[config.mk]
export PLATFORM = sky130hd
export DESIGN_NAME = gpr_wb_arbiter
export DESIGN_NICKNAME = d
export VERILOG_FILES = /design/src/rtl/gpr_wb_arbiter.sv
export SDC_FILE = /design/constraint.sdc
export NUM_CORES = 1
export LEC_CHECK = 0
export CELL_PAD_IN_SITES_DETAIL_PLACEMENT = 0
export CELL_PAD_IN_SITES_GLOBAL_PLACEMENT = 1
export CORE_MARGIN = 4
export CORE_UTILIZATION = 32
export CTS_CLUSTER_DIAMETER = 200
export DETAILED_ROUTE_END_ITERATION = 8
export GPL_ROUTABILITY_DRIVEN = 0
export MAX_ROUTING_LAYER = met4
export PLACE_DENSITY_LB_ADDON = 0.05
export SYNTH_ARGS = -nofsm -noshare
export SYNTH_HDL_FRONTEND = slang
export SYNTH_SLANG_ARGS = --single-unit
[constraint.sdc]
create_clock -name clk -period 6 [get_ports clk]
set_input_delay 1.2 -clock clk [delete_from_list [all_inputs] [get_ports clk]]
set_output_delay 1.2 -clock clk [all_outputs]
set_load 0.005 [all_outputs]
[src/rtl/gpr_wb_arbiter.sv]
// Round-robin writeback arbiter, registered GPR write stage and busy-register scoreboard.
// Optional source bypass from the write stage is enabled by defining GPR_WB_BYPASS_EN.
module gpr_wb_arbiter #(
    parameter int XLEN = 64,
    parameter int NREQ = 3
) (
    input  logic                 clk,
    input  logic                 rst_n,
    input  logic                 clk_en,
    input  logic [NREQ-1:0]      wb_valid,
    input  logic [5*NREQ-1:0]    wb_addr,
    input  logic [XLEN*NREQ-1:0] wb_data,
    output logic [NREQ-1:0]      wb_ready,
    input  logic                 issue_valid,
    input  logic [4:0]           issue_rd,
    input  logic [4:0]           issue_rs1,
    input  logic [4:0]           issue_rs2,
    output logic                 issue_stall,
    output logic                 gpr_clk_en,
    output logic [4:0]           rd0_addr,
    output logic [XLEN-1:0]      rd0_data,
    output logic                 sb_err,
    output logic                 byp_rs1_sel,
    output logic                 byp_rs2_sel
);

    localparam int PW = (NREQ > 1) ? $clog2(NREQ) : 1;

    logic [4:0]      req_addr [NREQ];
    logic [XLEN-1:0] req_data [NREQ];

    for (genvar g = 0; g < NREQ; g++) begin : g_unpack
        assign req_addr[g] = wb_addr[5*g +: 5];
        assign req_data[g] = wb_data[XLEN*g +: XLEN];
    end

    logic [PW-1:0]   ptr;
    logic [PW-1:0]   gnt_idx;
    logic [PW-1:0]   idx;
    logic [PW:0]     sum;
    logic            xfer;
    logic [4:0]      xfer_addr;
    logic [XLEN-1:0] xfer_data;
    logic [31:0]     busy;
    logic [31:0]     busy_nxt;
    logic            src1_hz;
    logic            src2_hz;
    logic            issue_fire;

    // Scan upward from the pointer, wrapping modulo NREQ; first requester found wins.
    always_comb begin
        // NOTE: every variable gets a value before any condition so no latch is inferred.
        xfer    = 1'b0;
        gnt_idx = '0;
        idx     = '0;
        sum     = '0;
        if (clk_en) begin
            for (int k = 0; k < NREQ; k++) begin
                sum = {1'b0, ptr} + (PW+1)'(k);
                if (sum >= (PW+1)'(NREQ))
                    sum = sum - (PW+1)'(NREQ);
                idx = sum[PW-1:0];
                if (!xfer && wb_valid[idx]) begin
                    xfer    = 1'b1;
                    gnt_idx = idx;
                end
            end
        end
        wb_ready  = xfer ? (NREQ'(1) << gnt_idx) : '0;
        xfer_addr = req_addr[gnt_idx];
        xfer_data = req_data[gnt_idx];
    end

`ifdef GPR_WB_BYPASS_EN
    assign byp_rs1_sel = busy[issue_rs1] & gpr_clk_en & (rd0_addr == issue_rs1);
    assign byp_rs2_sel = busy[issue_rs2] & gpr_clk_en & (rd0_addr == issue_rs2);
    assign src1_hz     = busy[issue_rs1] & ~byp_rs1_sel;
    assign src2_hz     = busy[issue_rs2] & ~byp_rs2_sel;
`else
    assign byp_rs1_sel = 1'b0;
    assign byp_rs2_sel = 1'b0;
    assign src1_hz     = busy[issue_rs1];
    assign src2_hz     = busy[issue_rs2];
`endif

    // Destination is never bypassed: a pending write to rd is a WAW hazard.
    assign issue_stall = issue_valid & (~clk_en | src1_hz | src2_hz | busy[issue_rd]);
    assign issue_fire  = issue_valid & ~issue_stall & clk_en;

    // Clear is applied before set so a new producer of the retiring register stays busy.
    always_comb begin
        busy_nxt = busy;
        if (clk_en) begin
            if (gpr_clk_en)
                busy_nxt[rd0_addr] = 1'b0;
            if (issue_fire && issue_rd != 5'd0)
                busy_nxt[issue_rd] = 1'b1;
        end
        busy_nxt[0] = 1'b0;
    end

    always_ff @(posedge clk or negedge rst_n) begin
        // NOTE: sequential state uses non-blocking assignments so all registers update together.
        if (!rst_n) begin
            ptr        <= '0;
            busy       <= '0;
            gpr_clk_en <= 1'b0;
            rd0_addr   <= '0;
            rd0_data   <= '0;
            sb_err     <= 1'b0;
        end else begin
            busy <= busy_nxt;
            if (xfer)
                ptr <= (gnt_idx == PW'(NREQ-1)) ? '0 : gnt_idx + 1'b1;
            if (clk_en) begin
                if (xfer && xfer_addr != 5'd0) begin
                    gpr_clk_en <= 1'b1;
                    rd0_addr   <= xfer_addr;
                    rd0_data   <= xfer_data;
                    if (!busy[xfer_addr])
                        sb_err <= 1'b1;
                end else begin
                    gpr_clk_en <= 1'b0;
                end
            end
        end
    end

endmodule

* Yosys cells after proc, flatten, opt, wreduce, memory -nomap -nowiden
Index checks and enable logic that the tools add are counted.
W data, S select, Z words.
** Storage, ports and cells
- Register bits after elaboration :: 104
- Output and inout port bits :: 77
- Logic and storage cells :: 99
** Cells by class
- Add/subtract/negate cells :: 6
- $lt $le $gt $ge :: 14
- Equality and inequality tests :: 1
- Shifts and indexed selects :: 1
- Multiplexer cells :: 46
- Bitwise logic cells :: 13
- Reduce and logical (&&, ||, !) cells :: 12
** Operators with widths (number)
- $bmux W64 S2 :: 1
- $mux W64 :: 2
- $mux W32 :: 3
- $and A32 B32 Y32 :: 1
- $not A32 Y32 :: 1
- $or A32 B32 Y32 :: 1
- $lt A5 B6 Y1 const B :: 5
- $mux W2 :: 11
- $bmux W1 S5 :: 4
- $mux W1 :: 16
- $bmux W5 S2 :: 1
- $demux W1 S5 :: 2
- $ge A5 B1 Y1 const B :: 2
- $mux W5 :: 2
- $reduce_bool A5 Y1 :: 2
- $lt A2 B3 Y1 const B :: 3
- $bmux W1 S2 :: 3
- $ge A3 B2 Y1 const B :: 2
- $logic_and A1 B1 Y1 :: 6
- $sub A2 B2 Y2 const B :: 3
- $add A2 B1 Y3 const B :: 1
- $add A2 B2 Y3 const B :: 1
- $and A1 B1 Y1 :: 3
- $ge A3 B3 Y1 const B :: 1
- other kinds (11) :: 16

* Logic depth before layout (Yosys ltp)
Gate-level depths: netlist of run 1.
- Word-level depth :: 23
- Gate-level depth with buffers :: 16
- Gate-level depth less buffers :: 12

* Worst setup path before layout of run 1
No wires, ideal clock.
- Path kind :: input to output
- Start point :: input port issue_rs2[0]
- End point :: output port issue_stall
- Data arrival time :: 2821 ps
- Data required time :: 4800 ps
- Path slack :: 1979 ps
- Stages :: 6
- Path through :: buf_2 -> mux4_2 -> mux4_2 -> mux2i_1 -> o2111ai_1 -> and2_1
** Between the ends
- Longest elaborated chain between the ends :: 5
** Ends and longest elaborated chain
- start, declared :: RTL line 17 : input logic [4:0] issue_rs2,
- $bmux W1 S5 :: RTL line 83 : assign src2_hz = busy[issue_rs2];
- $mux W1 (implied by the code) :: RTL line 83
- $or A1 B1 Y1 (2 in a row) :: RTL line 87 : assign issue_stall = issue_valid & (~clk_en | src1_hz | src2_hz | busy[issue_rd]);
- $and A1 B1 Y1 :: RTL line 87
- end, declared :: RTL line 18 : output logic issue_stall,
Every way passes these cells. The select of a mux whose other input is x is not followed.

* Worst setup path in the final report of run 1
- Start point :: input port wb_valid[2]
- End point :: output port wb_ready[1]
** Between the ends
- Longest elaborated chain between the ends :: 14
- Elaborated cells between the ends (all ways) :: 22
- Those cells by class :: 1 x shift; 17 x mux; 4 x reduce/logical
** Ends and longest elaborated chain
- start, declared :: RTL line 10 : input logic [NREQ-1:0] wb_valid,
- $bmux W1 S2 :: RTL line 63 : if (!xfer && wb_valid[idx]) begin
- $mux W1 (implied by the code) :: RTL line 63
- $mux W1 :: RTL line 63
- $mux W1 :: RTL line 57 : if (clk_en) begin
- $logic_not A1 Y1 :: RTL line 63
- $logic_and A1 B1 Y1 :: RTL line 63
- $mux W1 :: RTL line 63
- $mux W1 :: RTL line 57
- $logic_not A1 Y1 :: RTL line 63
- $logic_and A1 B1 Y1 :: RTL line 63
- $mux W2 :: RTL line 63
- $mux W2 :: RTL line 57
- $shl A1 B2 Y3 :: RTL line 69 : wb_ready = xfer ? (NREQ'(1) << gnt_idx) : '0;
- $mux W3 * :: RTL line 69
- end, declared :: RTL line 13 : output logic [NREQ-1:0] wb_ready,
Every way passes the cells marked *; elsewhere a longest branch is shown, timed or not. The select of a mux whose other input is x is not followed.

==> results of run 1 <==
-- layout make-up --
type | count | area share
tap | 260 | 0.0335
inverter | 15 | 0.00605
clock buffer | 11 | 0.0260
sequential | 104 | 0.268
multi-input combinational | 505 | 0.345
timing repair buffer | 309 | 0.316
clock inverter | 5 | 0.00476
-- worst min-delay path by stage --
stage	slack, ps	startpoint	endpoint
2_1_floorplan	520	busy[15]	busy[15]
3_3_place_gp	540	rd0_data[49]	rd0_data[49]
3_5_place_dp	540	rd0_data[45]	rd0_data[45]
4_1_cts	550	rd0_data[24]	rd0_data[24]
5_1_grt	570	rd0_data[12]	rd0_data[12]
6_report	550	rd0_data[24]	rd0_data[24]
-- critical path: stages --
cell,delay [ps]
clkdlybuf4s50_1,520
and2_1,260
o211ai_1,240
o211ai_1,170
or2_1,360
inv_4,560
clkdlybuf4s50_1,640
-- cell usage after synthesis, drive strengths merged (4+ instances only) --
cell type,n,area share
nand3b,4,0.0048
inv,15,0.0094
mux2,5,0.0090
dfrtp,104,0.41
mux4,25,0.090
nor3,5,0.0040
o211ai,5,0.0060
o21ai,68,0.054
nor2,79,0.047
nand3,11,0.0088
a21oi,6,0.0048
mux2i,17,0.027
and2,6,0.0060
buf,19,0.022
a221o,4,0.0064
nand2,83,0.050
nand2b,4,0.0040
a22oi,64,0.076
a31oi,67,0.067
nor2b,6,0.0060
clkbuf,36,0.021
or3,6,0.0060
nand4,4,0.0040
-- stage by stage --
| step | area (sq um) | util | hold slack [ps] | setup slack, ps |
|---|---|---|---|---|
| floorplan | 6290 | - | 517 | 1980 |
| global placement | 9420 | 0.495 | 535 | 853 |
| detailed placement | 9420 | 0.495 | 543 | 797 |
| CTS | 9720 | 0.511 | 553 | 791 |
| global route | 9720 | 0.511 | 568 | 589 |
| finish | 9720 | 0.511 | 552 | 783 |
-- flip-flops by register name (all words and copies together) (netlist names) --
signal and cells:
rd0_addr 5, busy 31, rd0_data 64, sb_err 1, ptr 2, gpr_clk_en 1
-- where the power goes --
group	leakage, nW	internal (mW)	total (mW)	switching (mW)
Sequential	1.24	1.01	1.28	0.269
Combinational	2.34	1.09	2.19	1.10
Clock	0.148	0.311	0.591	0.280
Total	3.73	2.41	4.06	1.65
-- cell families (layout without fill, tap and decap cells) --
| logic type | Yosys count | in the layout |
|---|---|---|
| AND/OR/NAND/NOR | 215 | 215 |
| buffers and inverters | 70 | 340 |
| AO/OA/AOI/OAI | 238 | 238 |
| multiplexers | 47 | 47 |
| adder cells (fa/ha/maj) | 3 | 3 |
| flip-flops | 104 | 104 |
| other | 1 | 2 |
-- routing by layer --
| layer | up-vias | routed length [microns] |
|---|---|---|
| met5 | - | 0 |
| met4 | 0 | 388 |
| met3 | 31 | 1920 |
| met2 | 261 | 13000 |
| met1 | 3202 | 10100 |
| li1 | 3078 | - |
-- layout by cell type, fill, tap and decap left out, types with 2 or more instances in the layout --
master,synthesis,final
a211oi_1,2,2
o221ai_1,2,2
a22oi_1,64,64
nand3_1,11,11
o21ai_1,5,5
clkdlybuf4s50_1,0,302
mux2i_1,17,17
mux4_2,25,25
nor2b_1,6,6
nand4_1,4,4
o2111ai_1,3,3
a21oi_1,6,6
a221o_1,4,4
ha_1,2,2
nor3_1,5,5
nor2_1,79,79
mux2_2,5,5
nand3b_1,4,4
clkbuf_8,0,2
buf_4,4,7
inv_1,14,13
nand2b_1,4,4
o211ai_1,5,5
a31oi_1,67,67
o22ai_1,3,3
clkinv_4,0,3
dfrtp_1,104,104
conb_1,1,2
clkbuf_16,0,9
o21ai_0,63,63
nand2_1,82,82
or3_1,6,6
and2_1,6,6
==> impl_metrics.py, run 1 <==
metrics = {
    "outcome": {
        "status": "finished, final reports clean",
    },
    "final_layout": {
        "seq_area_sq_um": 2600,
        "layout.nets": 1175,
        "antennaDiodeCount": 0,
        "drive_gt1_frac": 0.0664,
        "areaGrowthSynthToFinish_pct": 54.6,
        "fill_cells": 1796,
        "multi_input_area_sq_um": 3360,
        "fin_cells": 1209,
    },
    "setup_path": {
        "r2r_setup_slack_ps": 1780,
        "critPathLaunchType": "input port",
        "worstPathArrival_ps": 4020,
        "worstSetupPathType": "in2out",
        "reg2regPathDepth": 13,
        "end_kind": "primary output",
        "cp.required_ps": 4800,
        "reg2reg_to": "rd0_data[52]",
        "critical_path.startpoint": "wb_valid[2]",
        "cp_max_fo": 71,
        "r2r_start": "ptr[0]",
        "crit_end": "wb_ready[1]",
    },
    "yosys": {
        "synth_warnings": 0,
        "ys_seq_elements": 104,
        "synthAdderAreaFrac": 0.00557,
        "syn_area_sq_um": 6290,
        "synth_top_family_by_area": "compound AO/OA/AOI/OAI gates",
        "synth-simple-area-share": 0.150,
        "synth-edff-count": 0,
        "synthXorXnorAreaFrac": 0,
        "async_flop_share": 1.00,
        "seq_area_frac_synth": 0.414,
        "avgSynthCellArea_sq_um": 9.27,
        "synth.area.mux_share": 0.126,
        "syn-instance-count": 678,
        "synth_ff_type": "dfrtp_1",
        "synth_cell_types": 57,
        "synth_compound_area_frac": 0.251,
    },
    "min_path": {
        "min_path_cells": 2,
        "holdCritPathClass": "reg2reg",
    },
    "clock_network": {
        "cts_tree": "done",
        "cts_inserted_buffers": 9,
        "postCtsHoldBufs": 0,
        "cts_setup_buffers": 0,
        "cts_root_buf": "clkbuf_16",
        "cts.repair.resized": 0,
        "clk_latency_ps": 360,
        "clkTransAtPathRegs_ps": 80,
        "clock_sinks": 104,
        "h-tree-depth": 3,
        "ctsLongestPathBuffers": 2,
    },
    "global_routing": {
        "grt_max_degree": 74,
        "grt_usage": 0.238,
        "gr-usage-met2": 0.403,
        "grt_pass1_vias": 6755,
        "antenna_found_initial": 0,
        "overflow": 0,
        "use_met3": 0.0631,
        "grt_busiest_layer": "met2",
        "grt_first_pass_wirelength_microns": 39400,
        "grt_use_met1": 0.287,
    },
    "job": {
        "maxCapViolCount": 0,
    },
    "floorplan": {
        "ios": 306,
        "initial_core_util": 0.331,
        "chipHeight_microns": 148,
        "dieArea_sq_um": 21900,
        "die_w_microns": 148,
        "rows": 50,
        "core_sq_um": 19000,
    },
    "placed_design": {
        "hpwl_microns": 19900,
        "numPortBuffers": 303,
        "dp_cells": 1193,
    },
    "power": {
        "power_density_nw_per_um2": 418,
        "ir_drop_v": 0.000152,
        "leakage_nw": 3.73,
        "power.total_mw": 4.06,
    },
    "detailed_routing": {
        "via_per_inst": 5.44,
        "vias": 6572,
        "first_iter_violations": 376,
        "drt_pass1_iterations": 5,
        "drc": 0,
        "drtAntennaViolNets": 0,
        "wl_microns": 25500,
        "wl_per_cell_microns": 21.1,
    },
    "sta": {
        "fmax_mhz": 192,
        "finalHoldViolCount": 0,
        "grt_setup_unrepaired": "no",
        "final.setup.tns_ps": 0,
        "setup_violations": 0,
        "slew_viol_final": 0,
        "period_needed_ps": 5220,
        "worstMarginPinSlew_ps": 949,
        "skew_ps": 14.0,
        "max_slew_margin": 0.368,
        "period_share": 0.869,
    },
}
No activity file was read; power rests on OpenSTA's default activity.
==> run 2, diff against run 1 <==
--- a/config.mk
+++ b/config.mk
@@ -14,6 +14,7 @@
 export GPL_ROUTABILITY_DRIVEN = 0
 export MAX_ROUTING_LAYER = met4
 export PLACE_DENSITY_LB_ADDON = 0.05
+export SKIP_LAST_GASP = 1
 export SYNTH_ARGS = -nofsm -noshare
 export SYNTH_HDL_FRONTEND = slang
 export SYNTH_SLANG_ARGS = --single-unit
==> results of run 2 <==
Same layout as run 1: the final DEF is identical, and so are final timing and power.
